--- src/rtl/u_imem_arb_pkg.sv ---
// Shared types and constants for the instruction-SRAM arbiter.
//   imem_arb_st_e : arbiter state (fetch / loader burst / forced IFU slot)
//   imem_own_e    : which requester owns the SRAM in a given cycle
//   IMEM_AW/IMEM_DW : default SRAM address / data widths
//   IMEM_BURST_W  : width of the loader burst counter
package u_imem_arb_pkg;

    localparam int IMEM_AW      = 16;
    localparam int IMEM_DW      = 32;
    localparam int IMEM_BURST_W = 8;

    typedef enum logic [1:0] {
        S_FETCH = 2'd0,
        S_LOAD  = 2'd1,
        S_YIELD = 2'd2
    } imem_arb_st_e;

    typedef enum logic {
        OWN_IFU = 1'b0,
        OWN_LD  = 1'b1
    } imem_own_e;

endpackage

--- src/rtl/u_imem_arb_sat_cnt.sv ---
// Saturating up-counter used for the arbiter performance counters.
// Only compiled when IMEM_ARB_PERF_EN is defined.
// Ports:
//   clk : clock, rising edge
//   clr : synchronous clear, active-high (dominates inc)
//   inc : count this cycle
//   cnt : current count, holds at all-ones
`ifdef IMEM_ARB_PERF_EN
module u_sat_cnt #(
    parameter int WIDTH = 32
) (
    input  logic             clk,
    input  logic             clr,
    input  logic             inc,
    output logic [WIDTH-1:0] cnt
);

    logic [WIDTH-1:0] r_cnt;

    always_ff @(posedge clk) begin
        if (clr) begin
            r_cnt <= '0;
        end else if (inc && (r_cnt != {WIDTH{1'b1}})) begin
            r_cnt <= r_cnt + 1'b1;
        end
    end

    assign cnt = r_cnt;

endmodule
`endif

--- src/rtl/u_imem_arb.sv ---
// Instruction-SRAM arbiter between the IFU fetch port and a loader/debug port.
// The loader wins whenever it requests, except in a forced one-cycle IFU slot
// after MAX_BURST consecutive loader grants (disabled in boot/halt mode).
// Read data returns to whichever requester owned the cycle the read issued.
// Optional feature macro: IMEM_ARB_PERF_EN adds perf_stall / perf_ldgnt
// saturating 32-bit counters.
// Ports:
//   clk, rst                     : clock, synchronous active-high reset
//   ifu_a, ifu_e                 : IFU fetch address / enable
//   ifu_stall, ifu_rvld, ifu_rdat: IFU stall, fetch data valid, fetch data
//   ld_req, ld_we, ld_adr, ld_wdat, ld_halt : loader request side
//   ld_gnt, ld_rvld, ld_rdat     : loader grant (comb), read valid, read data
//   mem_e, mem_we, mem_a, mem_wdat, mem_rdat : SRAM macro interface
//   perf_stall, perf_ldgnt       : performance counters (macro only)
module u_imem_arb
    import u_imem_arb_pkg::*;
#(
    parameter int AW        = IMEM_AW,
    parameter int DW        = IMEM_DW,
    parameter int MAX_BURST = 4
) (
    input  logic          clk,
    input  logic          rst,
    input  logic [AW-1:0] ifu_a,
    input  logic          ifu_e,
    output logic          ifu_stall,
    output logic          ifu_rvld,
    output logic [DW-1:0] ifu_rdat,
    input  logic          ld_req,
    input  logic          ld_we,
    input  logic [AW-1:0] ld_adr,
    input  logic [DW-1:0] ld_wdat,
    input  logic          ld_halt,
    output logic          ld_gnt,
    output logic          ld_rvld,
    output logic [DW-1:0] ld_rdat,
    output logic          mem_e,
    output logic          mem_we,
    output logic [AW-1:0] mem_a,
    output logic [DW-1:0] mem_wdat,
    input  logic [DW-1:0] mem_rdat
`ifdef IMEM_ARB_PERF_EN
    ,
    output logic [31:0]   perf_stall,
    output logic [31:0]   perf_ldgnt
`endif
);

    localparam logic [IMEM_BURST_W-1:0] LP_MAX_BURST = IMEM_BURST_W'(MAX_BURST);

    imem_arb_st_e            r_state, w_state_next;
    logic [IMEM_BURST_W-1:0] r_burst_cnt, w_burst_cnt_next, w_cnt_inc;
    imem_own_e               w_own, r_owner;
    logic                    r_rd, r_we;

    // Ownership and SRAM request muxing
    always_comb begin
        w_own = (ld_req && (r_state != S_YIELD)) ? OWN_LD : OWN_IFU;
    end

    assign ld_gnt    = (w_own == OWN_LD);
    assign ifu_stall = ld_gnt || ld_halt;
    assign mem_e     = ld_gnt || (ifu_e && !ld_halt);
    assign mem_we    = ld_gnt && ld_we;
    assign mem_a     = ld_gnt ? ld_adr : ifu_a;
    assign mem_wdat  = mem_we ? ld_wdat : '0;

    // Count of the grant being issued this cycle. Saturates so that a long
    // halt-mode burst can never wrap back below the limit.
    always_comb begin
        w_cnt_inc = 8'd1;
        if (r_state == S_LOAD) begin
            w_cnt_inc = (r_burst_cnt == 8'hFF) ? 8'hFF : (r_burst_cnt + 8'd1);
        end
    end

    // Next state. The limit check uses >= so a halt release in the middle of
    // a long burst still yields at the next grant.
    always_comb begin
        w_state_next     = r_state;
        w_burst_cnt_next = r_burst_cnt;
        unique case (r_state)
            S_FETCH, S_LOAD: begin
                if (ld_gnt) begin
                    w_burst_cnt_next = w_cnt_inc;
                    w_state_next     = (!ld_halt && (w_cnt_inc >= LP_MAX_BURST)) ? S_YIELD : S_LOAD;
                end else begin
                    w_burst_cnt_next = '0;
                    w_state_next     = S_FETCH;
                end
            end
            S_YIELD: begin
                w_burst_cnt_next = '0;
                w_state_next     = S_FETCH;
            end
            default: begin
                w_burst_cnt_next = '0;
                w_state_next     = S_FETCH;
            end
        endcase
    end

    always_ff @(posedge clk) begin
        if (rst) begin
            r_state     <= S_FETCH;
            r_burst_cnt <= '0;
            r_owner     <= OWN_IFU;
            r_rd        <= 1'b0;
            r_we        <= 1'b0;
        end else begin
            r_state     <= w_state_next;
            r_burst_cnt <= w_burst_cnt_next;
            r_owner     <= w_own;
            r_rd        <= mem_e;
            r_we        <= mem_we;
        end
    end

    // Read return: routed by the owner of the issuing cycle
    assign ifu_rvld = r_rd && (r_owner == OWN_IFU);
    assign ld_rvld  = r_rd && (r_owner == OWN_LD) && !r_we;
    assign ifu_rdat = ifu_rvld ? mem_rdat : '0;
    assign ld_rdat  = ld_rvld  ? mem_rdat : '0;

`ifdef IMEM_ARB_PERF_EN
    // Index 0: IFU wanted to fetch but lost its slot; index 1: loader grants
    logic [1:0]  w_perf_inc;
    logic [31:0] w_perf_cnt [2];

    assign w_perf_inc[0] = ifu_stall && ifu_e;
    assign w_perf_inc[1] = ld_gnt;

    for (genvar gi = 0; gi < 2; gi++) begin : g_perf
        u_sat_cnt #(
            .WIDTH (32)
        ) u_cnt (
            .clk (clk),
            .clr (rst),
            .inc (w_perf_inc[gi]),
            .cnt (w_perf_cnt[gi])
        );
    end

    assign perf_stall = w_perf_cnt[0];
    assign perf_ldgnt = w_perf_cnt[1];
`endif

endmodule
--- config.mk ---
export PLATFORM = sky130hd
export DESIGN_NAME = u_imem_arb
export DESIGN_NICKNAME = d
export VERILOG_FILES = /design/src/rtl/u_imem_arb_pkg.sv /design/src/rtl/u_imem_arb_sat_cnt.sv /design/src/rtl/u_imem_arb.sv
export SDC_FILE = /design/constraint.sdc
export NUM_CORES = 1
export LEC_CHECK = 0
export ABC_AREA = 0
export ABC_CLOCK_PERIOD_IN_PS = 1430
export BUFFER_PORTS_ARGS = -buffer_cell sky130_fd_sc_hd__buf_4
export CORE_AREA = 3 3 84 86
export CTS_CLUSTER_SIZE = 14
export DETAILED_ROUTE_END_ITERATION = 8
export DIE_AREA = 0 0 87 89
export GPL_ROUTABILITY_DRIVEN = 0
export PLACE_DENSITY = 0.65
export SYNTH_ARGS = -nofsm -noshare
export SYNTH_HDL_FRONTEND = slang
export SYNTH_HIERARCHICAL = 1
export SYNTH_SLANG_ARGS = --single-unit
export TNS_END_PERCENT = 10
--- constraint.sdc ---
create_clock -name clk -period 1.43 [get_ports clk]
set_input_delay 0.286 -clock clk [delete_from_list [all_inputs] [get_ports clk]]
set_output_delay 0.286 -clock clk [all_outputs]
set_load 0.02 [all_outputs]
==> flow_metrics.py, run 1 <==
metrics = {
    "synthesis": {
        "async_flop_share_pct": 0,
        "synth_simple_gate_area_share_pct": 67.0,
        "synth_ff_type": "dfxtp_1",
        "ys_types": 27,
        "synth_area_sq_mm": 0.00142,
        "yosys_register_bits": 13,
        "yosysTopAreaCell": "and2_1",
        "synthAdderAreaFrac_pct": 0.881,
        "yosys.area_share.xor_xnor_pct": 2.47,
        "synth_edf_count": 0,
        "ys_top_cells_by_count": "97 x and2_1, 52 x nand2_1, 13 x dfxtp_1",
        "synth_top_family_by_area": "simple AND/OR/NAND/NOR gates",
        "synth_top_area_share_pct": 42.7,
        "synth_compound_area_share_pct": 4.67,
        "syn_inst": 225,
        "synth_most_common_cell": "and2_1",
        "ys.warnings.count": 6,
        "synth_mux_area_share_pct": 0.705,
        "yosys-top-cells-area": "and2_1 43%, dfxtp_1 18%, nand2_1 14%",
        "yosysSeqAreaShare_pct": 18.3,
        "synth.avg_cell_area_sq_um": 6.31,
        "synth_nets": 328,
    },
    "global_routing": {
        "track_usage_pct": 16.0,
        "grt_start_max_net_pins": 34,
        "first_global_vias": 2108,
        "gr-total-overflow": 0,
        "grt_pass1_wl_um": 9910,
        "antenna_found_initial": 0,
    },
    "floorplan": {
        "io_pins": 220,
        "fp.dieW_um": 87,
        "die_area_sq_mm": 0.00774,
        "rows": 29,
        "core_area_sq_mm": 0.00635,
        "dieHeight_um": 89,
        "start_util_pct": 22.4,
    },
    "timing": {
        "setup_violations": 114,
        "rsz0062_at_grt": "true",
        "max_freq_ghz": 0.618,
        "skew_ns": 0.00192,
        "timing.final.crit_period_ns": 1.62,
        "setup_slack_ns": -0.187,
        "hold_viol_final": 0,
        "slew_headroom_pct": 81.1,
        "drv_slew": 0,
        "period_share_pct": 113,
        "worstMarginPinSlew_ns": 0.283,
    },
    "cts": {
        "clkLatencyLatePin_ns": 0.24,
        "tritoncts": "done",
        "clock_sinks": 13,
        "cts_buffers": 3,
        "cts_root_buf": "clkbuf_8",
        "cts-htree-levels": 1,
        "cts.reportedPaths.clkPinSlew_ns": 0.05,
        "ctsHoldBuffers": 0,
        "clockBufferDepth": 2,
    },
    "worst_setup_path": {
        "crit_path_start_kind": "flip-flop",
        "cp.required_ns": 1.14,
        "worstSetupEndpointType": "output port",
        "crit_arrival_ns": 1.33,
        "critPathKind": "reg2out",
        "crit_path_max_fanout": 8,
    },
    "routing": {
        "wl_per_cell_um": 13.6,
        "drt_iter0_drc": 31,
        "routedLengthMet1_um": 2220,
        "route.met2.wl_um": 3760,
        "dr.pass1.iters": 4,
        "routed_wl_um": 7130,
        "dr_total_vias": 2264,
        "vias_per_cell": 4.33,
        "drc": 0,
        "ant_nets": 0,
        "wl_met3_um": 969,
        "maxUsedRoutingLayer": "met4",
    },
    "worst_hold_path": {
        "hold_class": "in2reg",
    },
    "run_status": {
        "violations": "negative setup slack",
        "status": "finished, violations left",
    },
    "power_and_ir_drop": {
        "p_per_area_mw_per_mm2": 439,
        "seqPwrFrac_pct": 23.5,
        "p_int_mw": 1.08,
        "pwr-share-comb_pct": 57.0,
        "p_leak_nw": 1.92,
        "ir_drop_mv": 0.326,
        "p_sw_mw": 0.536,
        "pwr-share-clk_pct": 19.6,
        "switching_share_pct": 33.1,
    },
    "cells_and_area": {
        "utilization_pct": 58.0,
        "design.final.nets": 549,
        "fill_cells": 597,
        "area_delta_synth_final_pct": 159,
        "drive_above_1_share_pct": 57.8,
        "final_area_sq_mm": 0.00368,
    },
    "place": {
        "placed_area_sq_mm": 0.00321,
        "port_buffers": 219,
        "dp_hpwl_um": 5920,
    },
    "flow_run": {
        "drv_cap": 0,
    },
}
-- metrics by stage --
| stage | total power [mW] | hold WS [ns] | setup TNS (ns) | cells | setup WS (ns) |
|---|---|---|---|---|---|
| after global placement | 1.19 | 0.488 | 0 | 515 | 0.0119 |
| after detailed placement | 1.20 | 0.483 | -0.000985 | 515 | -0.000985 |
| after floorplan | 0.721 | 0.358 | -0.872 | 225 | -0.0473 |
| after CTS | 1.60 | 0.217 | -11.51 | 521 | -0.178 |
| after global routing | 1.71 | 0.221 | -19.31 | 522 | -0.255 |
| final | 1.62 | 0.222 | -10.12 | 523 | -0.187 |
-- layer usage --
layer / up-vias / global-route usage [%]
li1: 1138 / -
met1: 976 / 15.7
met2: 141 / 30.3
met3: 9 / 5.90
met4: 0 / 6.80
met5: - / 0
-- power groups by stage --
stage / Combinational, mW / Clock [mW] / Sequential [mW]
final: 0.921 / 0.317 / 0.379
after global routing: 0.986 / 0.345 / 0.380
after CTS: 0.889 / 0.331 / 0.377
after detailed placement: 0.819 / 0 / 0.383
after global placement: 0.812 / 0 / 0.383
after floorplan: 0.338 / 0 / 0.383
-- path summary, 6_finish.rpt --
check / start / end / slack [ns] / cells after the start
setup reg to reg: r_burst_cnt[5]$_SDFF_PP0_ / r_state[0]$_SDFF_PP0_ / 0.03 / 5
hold reg to reg: r_state[1]$_SDFF_PP0_ / r_state[0]$_SDFF_PP0_ / 0.54 / 2
hold / removal: rst / r_owner$_SDFF_PP0_ / 0.22 / 2
setup / recovery: r_state[1]$_SDFF_PP0_ / mem_a[5] / -0.19 / 7
-- layout make-up --
cell class | instances | area (sq um) | area share (%)
inverter | 6 | 30.0 | 0.815
tap | 77 | 96.3 | 2.61
sequential | 13 | 265 | 7.20
multi-input combinational | 192 | 1130 | 30.6
timing repair buffer | 230 | 2120 | 57.5
clock buffer | 4 | 45.0 | 1.22
antenna | 1 | 2.50 | 0.0679
-- critical path, cell delays in order, from the launching register on --
cell and delay [ns]:
dfxtp_2 0.33, inv_2 0.04, o21ai_4 0.14, buf_6 0.17, clkbuf_16 0.16, nand2_1 0.05, nand2_1 0.08, buf_6 0.12
-- cells by family (layout without fill, tap and decap cells) --
family	after synthesis	count (layout)
XOR/XNOR	4	4
buffers and inverters	20	240
adder cells (fa/ha/maj)	1	1
multiplexers	1	1
AND/OR/NAND/NOR	174	174
flip-flops	13	13
other	0	1
AO/OA/AOI/OAI	12	12
-- layout by cell type (no fill, tap or decap), types with 2 or more instances in the layout --
cell type and n:
dfxtp_2 4, buf_6 86, and2_1 97, inv_1 4, clkbuf_8 3, nand2_1 41
nor3_1 6, nand2_2 11, buf_12 4, a31oi_1 2, xnor2_1 2, nor2_2 2
buf_4 139, a21oi_1 7, nand3_1 4, xor2_1 2, nor2_1 4, dfxtp_1 9
-- flip-flops by register name (all words and copies together) (netlist names) --
register and flops:
r_owner 1, r_we 1, r_rd 1, r_burst_cnt 8
r_state 2
-- what timing repair did --
action                     in CTS  in global routing
pin swaps                       6                  0
buffers inserted                2                  0
resized for setup              76                 36
setup endpoints to repair     117                124
gates cloned                    0                  1
(Power assumes the default switching activity.)
==> run 2, diff against run 1 <==
--- a/config.mk
+++ b/config.mk
@@ -13,6 +13,7 @@
 export DETAILED_ROUTE_END_ITERATION = 8
 export DIE_AREA = 0 0 87 89
 export GPL_ROUTABILITY_DRIVEN = 0
+export MAX_ROUTING_LAYER = met4
 export PLACE_DENSITY = 0.65
 export SYNTH_ARGS = -nofsm -noshare
 export SYNTH_HDL_FRONTEND = slang
==> run 2 against run 1 <==
Against the previous run:
- the run still ends with negative setup slack left
- clock power about the same
- sequential share of layout area about the same
- cell area about the same
- worst hold slack about the same
- clock skew about the same
- non-clock buffer count unchanged
- cell count unchanged
- global-route usage up 0.51 points
- critical path depth unchanged
- sequential cell count unchanged
- critical path type unchanged
- largest cell class unchanged
- highest routed layer unchanged
==> flow_metrics.py, run 2 (synthesis gave the netlist of run 1 again) <==
metrics = {
    "run_status": {
        "status": "finished, violations left",
        "violations": "negative setup slack",
    },
    "flow_run": {
        "drv_cap": 0,
    },
    "power_and_ir_drop": {
        "ir_drop_mv": 0.326,
        "p_int_mw": 1.08,
        "p_sw_mw": 0.535,
        "finalPower_mw": 1.62,
        "pwr-share-clk_pct": 19.6,
        "pwr-share-comb_pct": 56.9,
        "p_leak_nw": 1.92,
        "seqPwrFrac_pct": 23.5,
        "switching_share_pct": 33.1,
        "p_per_area_mw_per_mm2": 439,
    },
    "place": {
        "port_buffers": 219,
        "pre_cts_slack_ns": -0.000985,
        "dp_hpwl_um": 5920,
    },
    "floorplan": {
        "start_util_pct": 22.4,
        "dieHeight_um": 89,
        "io_pins": 220,
        "core_area_sq_mm": 0.00635,
        "die_area_sq_mm": 0.00774,
        "fp.dieW_um": 87,
        "rows": 29,
    },
    "cts": {
        "cts_buffers": 3,
        "tritoncts": "done",
        "clockBufferDepth": 2,
        "ctsHoldBuffers": 0,
        "clock_sinks": 13,
        "cts-htree-levels": 1,
        "cts_root_buf": "clkbuf_8",
        "clkLatencyLatePin_ns": 0.24,
        "cts.reportedPaths.clkPinSlew_ns": 0.05,
    },
    "timing": {
        "period_share_pct": 113,
        "hold_viol_final": 0,
        "skew_ns": 0.00192,
        "rsz0062_at_grt": "true",
        "worstMarginPinSlew_ns": 0.283,
        "setup_violations": 114,
        "max_freq_ghz": 0.621,
        "timing.final.crit_period_ns": 1.61,
        "drv_slew": 0,
        "setup_slack_ns": -0.179,
        "slew_headroom_pct": 81.1,
    },
    "routing": {
        "ant_nets": 0,
        "drt_iter0_drc": 33,
        "dr.pass1.iters": 4,
        "wl_per_cell_um": 13.6,
        "dr_total_vias": 2260,
        "drc": 0,
        "routed_wl_um": 7130,
        "vias_per_cell": 4.32,
    },
    "worst_setup_path": {
        "cp-startpoint": "r_state[1]$_SDFF_PP0_",
        "worstSetupEndpointType": "output port",
        "cp_slowest_cell": "dfxtp_2",
        "cp.required_ns": 1.14,
        "max_stage_delay_ns": 0.33,
        "cp.buffers_inverters": 4,
        "crit_chain": "inv_2 -> o21ai_4 -> buf_6 -> clkbuf_16 -> nand2_1 -> nand2_1 -> buf_6",
        "crit_path_start_kind": "flip-flop",
        "crit_arrival_ns": 1.32,
        "r2r-start": "r_burst_cnt[5]$_SDFF_PP0_",
        "crit_path_max_fanout": 8,
        "critPathKind": "reg2out",
        "cpLargestDelayFamily": "buffers and inverters",
    },
    "global_routing": {
        "grt_start_max_net_pins": 34,
        "first_global_vias": 2112,
        "track_usage_pct": 16.6,
        "grt_pass1_wl_um": 9900,
        "antenna_found_initial": 0,
        "gr-total-overflow": 0,
    },
    "cells_and_area": {
        "design.final.nets": 549,
        "fill_cells": 595,
        "drive_above_1_share_pct": 57.5,
        "regMostFlops": "r_burst_cnt",
        "final_cell_mix": "139 x buf_4, 97 x and2_1, 86 x buf_6",
        "top_regs": "r_burst_cnt x8, r_state x2",
        "largest_reg_flops": 8,
        "utilization_pct": 58.0,
        "final_common_cell": "buf_4",
        "area_delta_synth_final_pct": 159,
    },
    "worst_hold_path": {
        "min-delay-start": "rst",
        "hold_class": "in2reg",
    },
}
==> run 2: cell types whose count changed in the layout (fill, tap and decap cells not counted) <==
cell,delta
nand2_2,-1
nand2_1,+1
==> run 2: layout make-up <==
type	count	area [sq um]	share of cell area, %
sequential	13	265	7.20
clock buffer	4	45.0	1.22
tap	77	96.3	2.62
antenna	1	2.50	0.0680
multi-input combinational	192	1130	30.6
timing repair buffer	230	2120	57.5
inverter	6	30.0	0.815
==> run 2: layer usage <==
layer / global-route usage [%] / wire length (um) / part of all wire, % / up-vias
met2: 30.3 / 3750 / 53 / 141
met1: 16.2 / 2280 / 32 / 973
li1: - / - / - / 1137
met5: - / 0 / 0 / -
met3: 5.16 / 914 / 13 / 9
met4: 6.80 / 184 / 2.6 / 0
==> run 2: final timing paths <==
path | end | slack, ns | depth (start not counted)
min reg2reg | r_state[0]$_SDFF_PP0_ | 0.53 | 2
max | mem_a[14] | -0.18 | 7
min | r_owner$_SDFF_PP0_ | 0.22 | 2
max reg2reg | r_state[0]$_SDFF_PP0_ | 0.03 | 5
==> run 2: through the flow <==
step                      instance area [sq um]  hold WS (ns)  setup TNS (ns)  cells
after CTS                                  3530         0.217          -11.51    521
after global placement                     3210         0.488               0    515
final                                      3680         0.222          -10.14    523
after global routing                       3680         0.221          -19.31    522
after floorplan                            1430         0.358          -0.872    225
after detailed placement                   3210         0.483       -0.000985    515
==> run 2: power by group through the flow <==
stage               Sequential [mW]  Combinational, mW  Clock (mW)
finish                        0.379              0.920       0.317
global placement              0.383              0.812           0
detailed placement            0.383              0.819           0
floorplan                     0.383              0.338           0
CTS                           0.377              0.889       0.331
global route                  0.380              0.985       0.345
==> run 2: repair_timing <==
action	CTS	global route
buffers inserted	2	0
setup endpoints to repair	117	124
pin swaps	6	0
gates cloned	0	1
resized for setup	76	35
==> run 3, diff against run 2 <==
==> constraint.sdc (replaced) <==
create_clock -name clk -period 1.43 [get_ports clk]
set_input_delay 0.143 -clock clk [delete_from_list [all_inputs] [get_ports clk]]
set_output_delay 0.143 -clock clk [all_outputs]
set_load 0.02 [all_outputs]
==> run 3 against run 2 <==
Against the previous run:
- the run still ends with negative setup slack left
- count of clock-buffer cells in the layout is the same
- sequential share of layout area grew 0.35 points
- worst hold slack lost 0.14 ns
- cell area shrank 3.3%
- global-route usage shrank 0.73 points
==> flow_metrics.py, run 3 (synthesis gave the netlist of run 1 again) <==
metrics = {
    "floorplan": {
        "io_pins": 220,
        "dieHeight_um": 89,
        "core_area_sq_mm": 0.00635,
        "fp.dieW_um": 87,
        "rows": 29,
        "die_area_sq_mm": 0.00774,
        "start_util_pct": 22.4,
    },
    "cells_and_area": {
        "fill_cells": 616,
        "final_cell_mix": "186 x buf_4, 81 x and2_1, 46 x nand2_1",
        "largest_reg_flops": 8,
        "final_common_cell": "buf_4",
        "design.final.nets": 551,
        "utilization_pct": 56.1,
        "area_delta_synth_final_pct": 151,
        "drive_above_1_share_pct": 60.9,
        "top_regs": "r_burst_cnt x8, r_state x2",
        "regMostFlops": "r_burst_cnt",
        "multiInputGateArea_sq_mm": 0.00117,
        "register_area_sq_um": 269,
        "n_antenna_cell": 0,
    },
    "run_status": {
        "violations": "negative setup slack",
        "status": "finished, violations left",
    },
    "global_routing": {
        "track_usage_pct": 15.8,
        "grt_start_max_net_pins": 34,
        "grt_pass1_wl_um": 9560,
        "antenna_found_initial": 0,
        "gr-total-overflow": 0,
        "first_global_vias": 2030,
    },
    "cts": {
        "clkLatencyLatePin_ns": 0.24,
        "tritoncts": "done",
        "cts_root_buf": "clkbuf_8",
        "cts-htree-levels": 1,
        "cts_buffers": 3,
        "cts.reportedPaths.clkPinSlew_ns": 0.05,
        "clockBufferDepth": 2,
        "clock_sinks": 13,
    },
    "routing": {
        "ant_nets": 0,
        "dr.pass1.iters": 4,
        "dr_total_vias": 2278,
        "drt_iter0_drc": 22,
        "routed_wl_um": 7250,
        "wl_per_cell_um": 13.8,
        "vias_per_cell": 4.35,
        "drc": 0,
    },
    "worst_setup_path": {
        "crit_arrival_ns": 1.34,
        "crit_path_max_fanout": 16,
        "critPathKind": "reg2out",
        "crit_path_start_kind": "flip-flop",
        "worstSetupEndpointType": "output port",
        "cp.required_ns": 1.29,
    },
    "timing": {
        "drv_slew": 0,
        "slew_headroom_pct": 80.6,
        "skew_ns": 0.00140,
        "setup_violations": 42,
        "timing.final.crit_period_ns": 1.49,
        "worstMarginPinSlew_ns": 0.290,
        "hold_viol_final": 0,
        "period_share_pct": 104,
        "max_freq_ghz": 0.672,
        "rsz0062_at_grt": "true",
        "setup_slack_ns": -0.0575,
    },
    "power_and_ir_drop": {
        "p_leak_nw": 1.91,
        "p_per_area_mw_per_mm2": 451,
        "ir_drop_mv": 0.295,
        "finalPower_mw": 1.61,
    },
    "place": {
        "port_buffers": 219,
        "dp_hpwl_um": 5840,
    },
    "flow_run": {
        "drv_cap": 0,
    },
    "worst_hold_path": {
        "hold_class": "in2reg",
    },
}
[run 3: final timing paths]
| path | cells after the start | slack [ns] | to | start |
|---|---|---|---|---|
| min reg2reg | 2 | 0.55 | r_state[0]$_SDFF_PP0_ | r_state[0]$_SDFF_PP0_ |
| min | 2 | 0.09 | r_owner$_SDFF_PP0_ | rst |
| max | 5 | -0.06 | mem_wdat[10] | r_state[0]$_SDFF_PP0_ |
| max reg2reg | 5 | 0.12 | r_state[0]$_SDFF_PP0_ | r_burst_cnt[5]$_SDFF_PP0_ |
[run 3: layout make-up]
| class | instances | area share (%) |
|---|---|---|
| timing repair buffer | 232 | 54.7 |
| clock buffer | 4 | 1.26 |
| multi-input combinational | 192 | 32.9 |
| inverter | 6 | 0.843 |
| sequential | 13 | 7.55 |
| tap | 77 | 2.71 |
[run 3: worst max-delay path, cell delays in order (launching register included)]
cell     delay (ns)
dfxtp_4        0.36
o21ai_4        0.21
nor2_4         0.08
buf_6          0.15
and2_1         0.16
buf_4          0.15
[run 3: what timing repair did]
action / 4_1_cts / 5_1_grt
hold buffers: 0 / 0
cloned: 1 / 1
buffers inserted: 0 / 1
pin swaps: 0 / 7
setup endpoints to repair: 50 / 121
gates resized for setup: 19 / 67
[run 3: layer usage]
metal / global-route usage [%] / vias up / share of wire [%]
met4: 5.52 / 0 / 2.0
met1: 15.8 / 996 / 31
met5: - / - / 0
li1: - / 1136 / -
met3: 2.86 / 10 / 11
met2: 30.6 / 136 / 56
[run 3: where the power goes]
| group | internal, mW | leakage (nW) | total (mW) | switching (mW) |
|---|---|---|---|---|
| combinational | 0.501 | 1.78 | 0.913 | 0.412 |
| sequential | 0.371 | 0.108 | 0.378 | 0.00675 |
| clock | 0.196 | 0.0228 | 0.316 | 0.120 |
[run 3: through the flow]
stage	cell area, sq um	setup TNS [ns]	std cells	hold WS, ns	setup WS, ns
after CTS	3310	-1.54	522	0.0888	-0.0619
after global routing	3560	-4.08	524	0.0872	-0.111
after floorplan	1420	0	225	0.215	0.0434
final	3560	-1.30	524	0.0853	-0.0575
after detailed placement	3200	0	517	0.340	0.0460
after global placement	3200	0	517	0.337	0.0887
